### config.mk
export PLATFORM = sky130hd
export DESIGN_NAME = cpu_axi_bridge
export DESIGN_NICKNAME = d
export VERILOG_FILES = /design/src/rtl/cpu_axi_bridge.sv
export SDC_FILE = /design/constraint.sdc
export NUM_CORES = 1
export LEC_CHECK = 0
export CORE_AREA = 2 2 168 170
export CTS_CLUSTER_DIAMETER = 40
export DETAILED_ROUTE_END_ITERATION = 10
export DIE_AREA = 0 0 170 172
export GPL_ROUTABILITY_DRIVEN = 0
export GPL_TIMING_DRIVEN = 0
export HOLD_SLACK_MARGIN = 0.12
export PLACE_DENSITY_LB_ADDON = 0.12
export SLEW_MARGIN = 30
export SYNTH_ARGS = -nofsm -noshare
export SYNTH_HDL_FRONTEND = slang
export SYNTH_SLANG_ARGS = --single-unit
### constraint.sdc
create_clock -name clk -period 5.55 [get_ports clk]
set_input_delay 1.11 -clock clk [delete_from_list [all_inputs] [get_ports clk]]
set_output_delay 1.11 -clock clk [all_outputs]
set_load 0.01 [all_outputs]
### src/rtl/cpu_axi_bridge.sv
// cpu_axi_bridge: joins the CPU's sram-like inst and data ports onto one AXI3 master.
// The bridge keeps one read (AR/R) and one write (AW/W/B) open at a time, and all bursts are single-beat.
// Data reads win over inst reads. Only one data transaction is open at a time, which makes loads RAW-safe.
module cpu_axi_bridge #(
    parameter int ID_W = 4
) (
    input  logic            clk,
    input  logic            reset,
    input  logic            inst_sram_req,
    input  logic            inst_sram_wr,
    input  logic [1:0]      inst_sram_size,
    input  logic [3:0]      inst_sram_wstrb,
    input  logic [31:0]     inst_sram_addr,
    input  logic [31:0]     inst_sram_wdata,
    output logic            inst_sram_addr_ok,
    output logic            inst_sram_data_ok,
    output logic [31:0]     inst_sram_rdata,
    input  logic            data_sram_req,
    input  logic            data_sram_wr,
    input  logic [1:0]      data_sram_size,
    input  logic [3:0]      data_sram_wstrb,
    input  logic [31:0]     data_sram_addr,
    input  logic [31:0]     data_sram_wdata,
    output logic            data_sram_addr_ok,
    output logic            data_sram_data_ok,
    output logic [31:0]     data_sram_rdata,
    output logic [ID_W-1:0] arid,
    output logic [31:0]     araddr,
    output logic [7:0]      arlen,
    output logic [2:0]      arsize,
    output logic [1:0]      arburst,
    output logic [1:0]      arlock,
    output logic [3:0]      arcache,
    output logic [2:0]      arprot,
    output logic            arvalid,
    input  logic            arready,
    input  logic [ID_W-1:0] rid,
    input  logic [31:0]     rdata,
    input  logic [1:0]      rresp,
    input  logic            rlast,
    input  logic            rvalid,
    output logic            rready,
    output logic [ID_W-1:0] awid,
    output logic [31:0]     awaddr,
    output logic [7:0]      awlen,
    output logic [2:0]      awsize,
    output logic [1:0]      awburst,
    output logic [1:0]      awlock,
    output logic [3:0]      awcache,
    output logic [2:0]      awprot,
    output logic            awvalid,
    input  logic            awready,
    output logic [ID_W-1:0] wid,
    output logic [31:0]     wdata,
    output logic [3:0]      wstrb,
    output logic            wlast,
    output logic            wvalid,
    input  logic            wready,
    input  logic [ID_W-1:0] bid,
    input  logic [1:0]      bresp,
    input  logic            bvalid,
    output logic            bready
);
    localparam logic [1:0] R_IDLE = 2'd0, R_AR = 2'd1, R_WAIT = 2'd2;
    localparam logic [1:0] W_IDLE = 2'd0, W_REQ = 2'd1, W_B = 2'd2;

    logic [1:0] r_state, w_state;
    logic       data_busy, aw_done, w_done;
    logic       data_rd_acc, data_wr_acc, inst_rd_acc;
    logic       r_fire, b_fire, aw_hs, w_hs;

    // These inputs carry nothing the bridge needs (responses are not checked, and the inst port never writes).
    logic unused_inputs;
    assign unused_inputs = ^{rresp, rlast, bid, bresp, inst_sram_wr, inst_sram_wstrb, inst_sram_wdata};

    // Single-beat incrementing bursts, normal access.
    assign arlen   = 8'd0;
    assign awlen   = 8'd0;
    assign arburst = 2'b01;
    assign awburst = 2'b01;
    assign arlock  = 2'b00;
    assign awlock  = 2'b00;
    assign arcache = 4'd0;
    assign awcache = 4'd0;
    assign arprot  = 3'd0;
    assign awprot  = 3'd0;
    assign awid    = ID_W'(1);
    assign wid     = ID_W'(1);
    assign wlast   = 1'b1;

    // Acceptance. A data read shadows any inst request in the same cycle.
    assign data_rd_acc = (r_state == R_IDLE) & data_sram_req & ~data_sram_wr & ~data_busy;
    assign data_wr_acc = (w_state == W_IDLE) & data_sram_req &  data_sram_wr & ~data_busy;
    assign inst_rd_acc = (r_state == R_IDLE) & inst_sram_req & ~data_rd_acc;
    assign inst_sram_addr_ok = inst_rd_acc;
    assign data_sram_addr_ok = data_rd_acc | data_wr_acc;

    // Completion. rid selects which port gets the R beat. Only one data transaction is ever open,
    // so R and B cannot both complete a data request in the same cycle.
    assign r_fire = (r_state == R_WAIT) & rvalid;
    assign b_fire = (w_state == W_B) & bvalid;
    assign inst_sram_data_ok = r_fire & (rid == ID_W'(0));
    assign data_sram_data_ok = (r_fire & (rid != ID_W'(0))) | b_fire;
    assign inst_sram_rdata   = rdata;
    assign data_sram_rdata   = rdata;

    assign aw_hs = awvalid & awready;
    assign w_hs  = wvalid & wready;

    // Read FSM: capture the request, present it on AR, then wait for the single R beat.
    always_ff @(posedge clk or posedge reset) begin
        if (reset) begin
            r_state <= R_IDLE;
            arvalid <= 1'b0;
            rready  <= 1'b0;
            arid    <= '0;
            araddr  <= '0;
            arsize  <= '0;
        end else begin
            case (r_state)
                R_IDLE: begin
                    if (data_rd_acc) begin
                        arid    <= ID_W'(1);
                        araddr  <= data_sram_addr;
                        arsize  <= {1'b0, data_sram_size};
                        arvalid <= 1'b1;
                        r_state <= R_AR;
                    end else if (inst_rd_acc) begin
                        arid    <= ID_W'(0);
                        araddr  <= inst_sram_addr;
                        arsize  <= {1'b0, inst_sram_size};
                        arvalid <= 1'b1;
                        r_state <= R_AR;
                    end
                end
                R_AR: begin
                    if (arready) begin
                        arvalid <= 1'b0;
                        rready  <= 1'b1;
                        r_state <= R_WAIT;
                    end
                end
                R_WAIT: begin
                    if (rvalid) begin
                        rready  <= 1'b0;
                        r_state <= R_IDLE;
                    end
                end
                default: r_state <= R_IDLE;
            endcase
        end
    end

    // Write FSM: AW and W are raised together, each retires on its own handshake, then wait for B.
    always_ff @(posedge clk or posedge reset) begin
        if (reset) begin
            w_state <= W_IDLE;
            awvalid <= 1'b0;
            wvalid  <= 1'b0;
            bready  <= 1'b0;
            aw_done <= 1'b0;
            w_done  <= 1'b0;
            awaddr  <= '0;
            awsize  <= '0;
            wdata   <= '0;
            wstrb   <= '0;
        end else begin
            case (w_state)
                W_IDLE: begin
                    if (data_wr_acc) begin
                        awaddr  <= data_sram_addr;
                        awsize  <= {1'b0, data_sram_size};
                        wdata   <= data_sram_wdata;
                        wstrb   <= data_sram_wstrb;
                        awvalid <= 1'b1;
                        wvalid  <= 1'b1;
                        w_state <= W_REQ;
                    end
                end
                W_REQ: begin
                    if (aw_hs) begin
                        awvalid <= 1'b0;
                        aw_done <= 1'b1;
                    end
                    if (w_hs) begin
                        wvalid <= 1'b0;
                        w_done <= 1'b1;
                    end
                    if ((aw_done | aw_hs) & (w_done | w_hs)) begin
                        aw_done <= 1'b0;
                        w_done  <= 1'b0;
                        bready  <= 1'b1;
                        w_state <= W_B;
                    end
                end
                W_B: begin
                    if (bvalid) begin
                        bready  <= 1'b0;
                        w_state <= W_IDLE;
                    end
                end
                default: w_state <= W_IDLE;
            endcase
        end
    end

    // A data request stays open from addr_ok to data_ok. No new data request is accepted meanwhile.
    always_ff @(posedge clk or posedge reset) begin
        if (reset)
            data_busy <= 1'b0;
        else if (data_rd_acc | data_wr_acc)
            data_busy <= 1'b1;
        else if (data_sram_data_ok)
            data_busy <= 1'b0;
    end
endmodule

# ---- Word-level counts from Yosys, hierarchy flattened
# Index checks and enable logic that the tools add are counted.
dict set report op_classes {
  eq_ne 12
  mux 36
  n_bitwise 22
  reduce_logical 23
}
# operator count
set ops {}
lappend ops {{32-bit two-way mux} 2}
lappend ops {{3-bit AND reduction} 7}
lappend ops {{1-bit two-way mux} 16}
lappend ops {{2-bit nonzero test} 8}
lappend ops {{1-bit AND} 15}
lappend ops {{2-bit two-way mux} 7}
lappend ops {{2-bit != test, second input constant} 7}
lappend ops {{2-bit one-hot mux with 3 select lines} 2}
lappend ops {{1-bit one-hot mux with 2 select lines} 5}
lappend ops {{4-bit two-way mux} 2}
lappend ops {{2-bit AND reduction} 4}
lappend ops {{3-bit two-way mux} 2}
lappend ops {{2-bit by 1-bit == test with 1-bit output, second input constant} 2}
lappend ops {{2-bit == test, second input constant} 2}
lappend ops {{2-bit logical NOT} 2}
lappend ops {{4-bit logical NOT} 1}
lappend ops {{1-bit bitwise OR} 4}
lappend ops {{4-bit nonzero test} 1}
lappend ops {{3-bit != test, second input constant} 1}
lappend ops {{1-bit NOT} 3}
dict set report word_totals {
  register_bits 121
  inputBits 196
  output_inout_bits 230
  word_cells 110
}

# ---- Logic depth before layout (Yosys ltp)
dict set report logic_depth {
  word_depth 9
  ltp_mapped 6
  mapped_depth_nobuf 3
}

# ---- Least setup slack after synthesis
# OpenSTA, ideal clock, no wires.
dict set report synth_path {
  path_kind {input-to-output}
  start {in data_sram_wr}
  end {out data_sram_addr_ok}
  t_arrival_ns 2.012
  required_time_ns 4.440
  setup_slack_ns 2.428
  stages 4
  path_buffers 2
  cell_sequence {or3b_1 > clkbuf_1 > clkbuf_1 > o21ai_1}
}
dict set report synth_via {
  elab_chain_cells 4
  word_cells_on_any_way 6
  classes_between {bitwise (6)}
}
# element line_no
set synth_rtl {}
lappend synth_rtl {{start: declaration} 19} ;# input logic data_sram_wr,
lappend synth_rtl {{1-bit NOT} 92} ;# assign data_rd_acc = (r_state == R_IDLE) & data_sram_req & ~data_sram_wr & ~data_busy;
lappend synth_rtl {{1-bit AND (2 in a row)} 92}
lappend synth_rtl {{1-bit bitwise OR *} 96} ;# assign data_sram_addr_ok = data_rd_acc | data_wr_acc;
lappend synth_rtl {{end: declaration} 24} ;# output logic data_sram_addr_ok,
# Every way passes the cells marked *; elsewhere a longest branch is shown, timed or not.

# ---- Worst setup path after layout
dict set report layout_path {
  start {in data_sram_req}
  end {out data_sram_addr_ok}
}
dict set report layout_via {
  elab_chain_cells 4
  word_cells_on_any_way 7
  classes_between {bitwise (7)}
}
# element line_no
set layout_rtl {}
lappend layout_rtl {{start: declaration} 18} ;# input logic data_sram_req,
lappend layout_rtl {{1-bit AND, on equally long branches (3 in a row)} {92, 93}}
lappend layout_rtl {{1-bit bitwise OR *} 96}
# Marked as above.

==> run summary <==
FINAL LAYOUT
-----------------------------------------------------------------------------------------------
Most frequent standard cell in the layout excluding fill and tap cells             sky130_fd_sc_hd__clkdlybuf4s50_1
Antenna Cells                                                                                 0
Proportion of layout cells with a drive suffix above 1                                   0.2590
Fill cell instance count of the final layout                                               2777
Commonest cells after routing, fill and taps aside                                 sky130_fd_sc_hd__clkdlybuf4s50_1 (294), sky130_fd_sc_hd__buf_4 (117), sky130_fd_sc_hd__dfrtp_1 (117)
Final net count                                                                            1125
Non-Filler Instances                                                                       1288
Area growth syn-to-layout                                                                68.23%
Utilization after layout                                                                 0.3812

STA
-----------------------------------------------------------------------------------------------
Clock period minus final worst setup slack                                             4.352 ns
Final Hold Fails                                                                              0
Setup violators final                                                                         0
Fin. max-slew vios                                                                            0
Final critical-path share of the clock period                                            0.7841
Post-route worst hold slack                                                           0.4972 ns
Largest clock skew in the final design                                              0.009085 ns
Slew @ Worst Pin                                                                      0.7334 ns
F_max                                                                                 229.8 MHz
Setup TNS                                                                                  0 ns
Rel. slew slack                                                                          0.5111
Setup repair after global routing missed its margin                                       false

PLACED DESIGN
-----------------------------------------------------------------------------------------------
Number of input and output port buffers inserted                                            294
# placed instances                                                                         1256
Post-detailed-placement half-perimeter wirelength                                      16390 µm

ROUTING
-----------------------------------------------------------------------------------------------
Wire length per cell after detailed routing                                            17.28 µm
Initial DRC count                                                                           220
DRT antenna net count                                                                         0
Total iterations of the first detailed-routing run                                            4
Number of vias after detailed routing                                                      5384
Vias/cell                                                                                 4.180
Routed WL                                                                              22260 µm
Remaining design rule violation count                                                         0

CRITICAL PATH
-----------------------------------------------------------------------------------------------
RR Startpoint                                                                        r_state[0]
CP cell instances                                                                  clkdlybuf4s50_1, or3b_1, clkbuf_1, clkbuf_1, o21ai_1, clkdlybuf4s50_1
Register-to-register setup slack                                                        3.60 ns
Reg2reg path depth                                                                            5
Timing endpoint of the critical path                                               data_sram_addr_ok
Data required, critical path                                                            4.44 ns
Capturing element type of the critical path                                         output port
Largest fanout on the critical path                                                          10
Startpoint type of the worst setup path                                               input pin
Startpoint of the worst setup timing path                                          data_sram_req
Slowest library cell on the worst path                                             sky130_fd_sc_hd__clkdlybuf4s50_1
Worst stage delay on the critical path                                                  0.57 ns
Worst endpoint data arrival time                                                        3.24 ns
Reg-to-reg critical path endpoint                                                       arvalid
WS Path Type                                                                       input pin to output port

YOSYS
-----------------------------------------------------------------------------------------------
Unique cell type count in the Yosys netlist                                                  32
Share of async-settable or async-resettable flops after synthesis                         1.000
Mean cell area of the mapped netlist                                                  11.02 µm²
Synth top area cells                                                               sky130_fd_sc_hd__dfrtp_1 (47%), sky130_fd_sc_hd__buf_4 (14%), sky130_fd_sc_hd__mux2_4 (11%)
Area fraction of the dominant cell type after synthesis                                  0.4703
Post-synthesis cell type with the largest combined area                            sky130_fd_sc_hd__dfrtp_1
Register area share after synthesis                                                      0.4703
Gate count after technology mapping                                                         565
Netlist area before placement                                                      0.006226 mm²
Warning count from the yosys run                                                              0
Count of flip-flops with a built-in enable after synthesis                                    0
Synth Register Bits                                                                         117
Primary flip-flop cell chosen by synthesis mapping                                 sky130_fd_sc_hd__dfrtp_1

GRT
-----------------------------------------------------------------------------------------------
First-pass GRT wire length                                                             32550 µm
Number of antenna violations at the first check in global routing                             0
Total global routing track utilization                                                   0.1475
Pin count of the biggest net entering global routing                                         69
GRT Residual Overflow                                                                         0
Number of global-route vias before repair                                                  5407

CLOCK NETWORK
-----------------------------------------------------------------------------------------------
Maximum buffer depth of the clock tree                                                        2
Cts bufs inserted                                                                            17
Insertion delay of the later-clocked pin in the worst-skew pair                         0.42 ns
Root Buffer Master                                                                 sky130_fd_sc_hd__clkbuf_16
TritonCTS clock tree                                                                      built
TritonCTS Sinks                                                                             117
Hold buffer count at cts                                                                      0
Clock input transition at the sequential cells of the worst setup and hold paths        0.06 ns
Number of cells upsized or downsized after cts                                                0
Buffers inserted by post-CTS timing repair                                                    0
Number of levels the H-tree was split into                                                    4

POWER
-----------------------------------------------------------------------------------------------
Leakage component of the power                                                         4.685 nW
Internal cell power                                                                    3.488 mW
Peak supply drop                                                                      0.1670 mV
Clock network power share                                                                 0.234
Flop pwr share                                                                            0.296
Design Power                                                                           5.273 mW
Switch share                                                                             0.3385
Combinational share of power                                                              0.469
Power density of the placed cells                                                  503.4 mW/mm²
Switching power summed over all nets                                                   1.785 mW

FLOORPLAN
-----------------------------------------------------------------------------------------------
Chip Height                                                                              172 µm
DIE WIDTH                                                                                170 µm
Number of rows created at floorplan                                                          61
Initial Utilization                                                                      0.2266
DIE AREA                                                                            0.02924 mm²
Std-Cell Core Area                                                                  0.02748 mm²
I/O pin cnt                                                                                 426

FLOW RUN
-----------------------------------------------------------------------------------------------
Count of max-cap constraint violations                                                        0

OUTCOME
-----------------------------------------------------------------------------------------------
Status                                                                             finished clean

WORST HOLD PATH
-----------------------------------------------------------------------------------------------
Worst min path class                                                               flip-flop to flip-flop
Worst hold start                                                                         bready

-- layout make-up --
type                       instances  area (µm²)  area share
buffer                           156        1081      0.1032
clock buffer                      19       452.9     0.04324
clock inverter                    13       196.4     0.01876
inverter                           4       22.52    0.002150
multi-input combinational        338        2390      0.2282
sequential                       117        2928      0.2795
tap                              346       432.9     0.04133
timing repair buffer             295        2970      0.2836
-- through the flow --
stage / worst slack (ns) / area [µm²]
5_1_grt: 1.028 / 10470
3_3_place_gp: -1.101 / 9789
6_report: 1.198 / 10470
2_1_floorplan: 1.339 / 6414
4_1_cts: 1.124 / 10470
3_5_place_dp: 1.140 / 9824
-- cells by family after synthesis --
logic type | Yosys count | synth area share
buf+inv | 160 | 0.1760
simple gates | 198 | 0.1803
mux | 70 | 0.1537
other cells | 2 | 0.001206
flops | 117 | 0.4703
compound gates | 18 | 0.01849
-- Yosys cell counts, types with 2 or more instances --
cell type / instances
sky130_fd_sc_hd__buf_4: 117
sky130_fd_sc_hd__nand3b_1: 35
sky130_fd_sc_hd__mux2_4: 45
sky130_fd_sc_hd__buf_2: 15
sky130_fd_sc_hd__a21oi_1: 3
sky130_fd_sc_hd__nand3_1: 34
sky130_fd_sc_hd__buf_6: 5
sky130_fd_sc_hd__mux2_2: 25
sky130_fd_sc_hd__nor2_1: 7
sky130_fd_sc_hd__nor3_1: 2
sky130_fd_sc_hd__o21ai_0: 5
sky130_fd_sc_hd__conb_1: 2
sky130_fd_sc_hd__nand4_1: 69
sky130_fd_sc_hd__clkbuf_1: 19
sky130_fd_sc_hd__nor2b_1: 2
sky130_fd_sc_hd__nor3b_1: 2
sky130_fd_sc_hd__nand2b_1: 2
sky130_fd_sc_hd__dfrtp_1: 117
sky130_fd_sc_hd__a21o_1: 2
sky130_fd_sc_hd__inv_1: 4
sky130_fd_sc_hd__a31oi_1: 2
sky130_fd_sc_hd__nand2_1: 41
-- worst max-delay path, delay by kind of cell --
| family | cells | cell delay [ns] |
|---|---|---|
| AND/OR/NAND/NOR | 1 | 0.35 |
| AO/OA/AOI/OAI | 1 | 0.20 |
| buffers and inverters | 4 | 1.58 |
-- registers in the layout, summed over array words and instances, names as in the netlist, 2 cells and up --
signal / count
wdata: 32
awaddr: 32
r_state: 2
araddr: 32
w_state: 2
awsize: 2
wstrb: 4
arsize: 2
-- power groups by stage --
stage | Clock, mW | Sequential [mW] | Combinational (mW)
4_1_cts | 1.28 | 1.56 | 2.52
3_3_place_gp | 0 | 1.56 | 2.50
3_5_place_dp | 0 | 1.57 | 2.50
5_1_grt | 1.31 | 1.62 | 2.67
6_report | 1.24 | 1.56 | 2.47
2_1_floorplan | 0 | 1.74 | 1.01
-- how the worst min path moves through the flow --
stage / slack, ns / endpoint / cells after the start
floorplan: 0.46 / aw_done / 2
detailed placement: 0.49 / bready / 1
global route: 0.52 / wdata[3] / 1
CTS: 0.50 / bready / 1
global placement: 0.47 / bready / 1
finish: 0.50 / bready / 1
-- metal layers --
layer	wire [µm]	track usage
met4	178	0.03828
met3	1847	0.05493
met1	10040	0.1870
met5	0	0
met2	10190	0.2374
(Power assumes the default switching activity.)
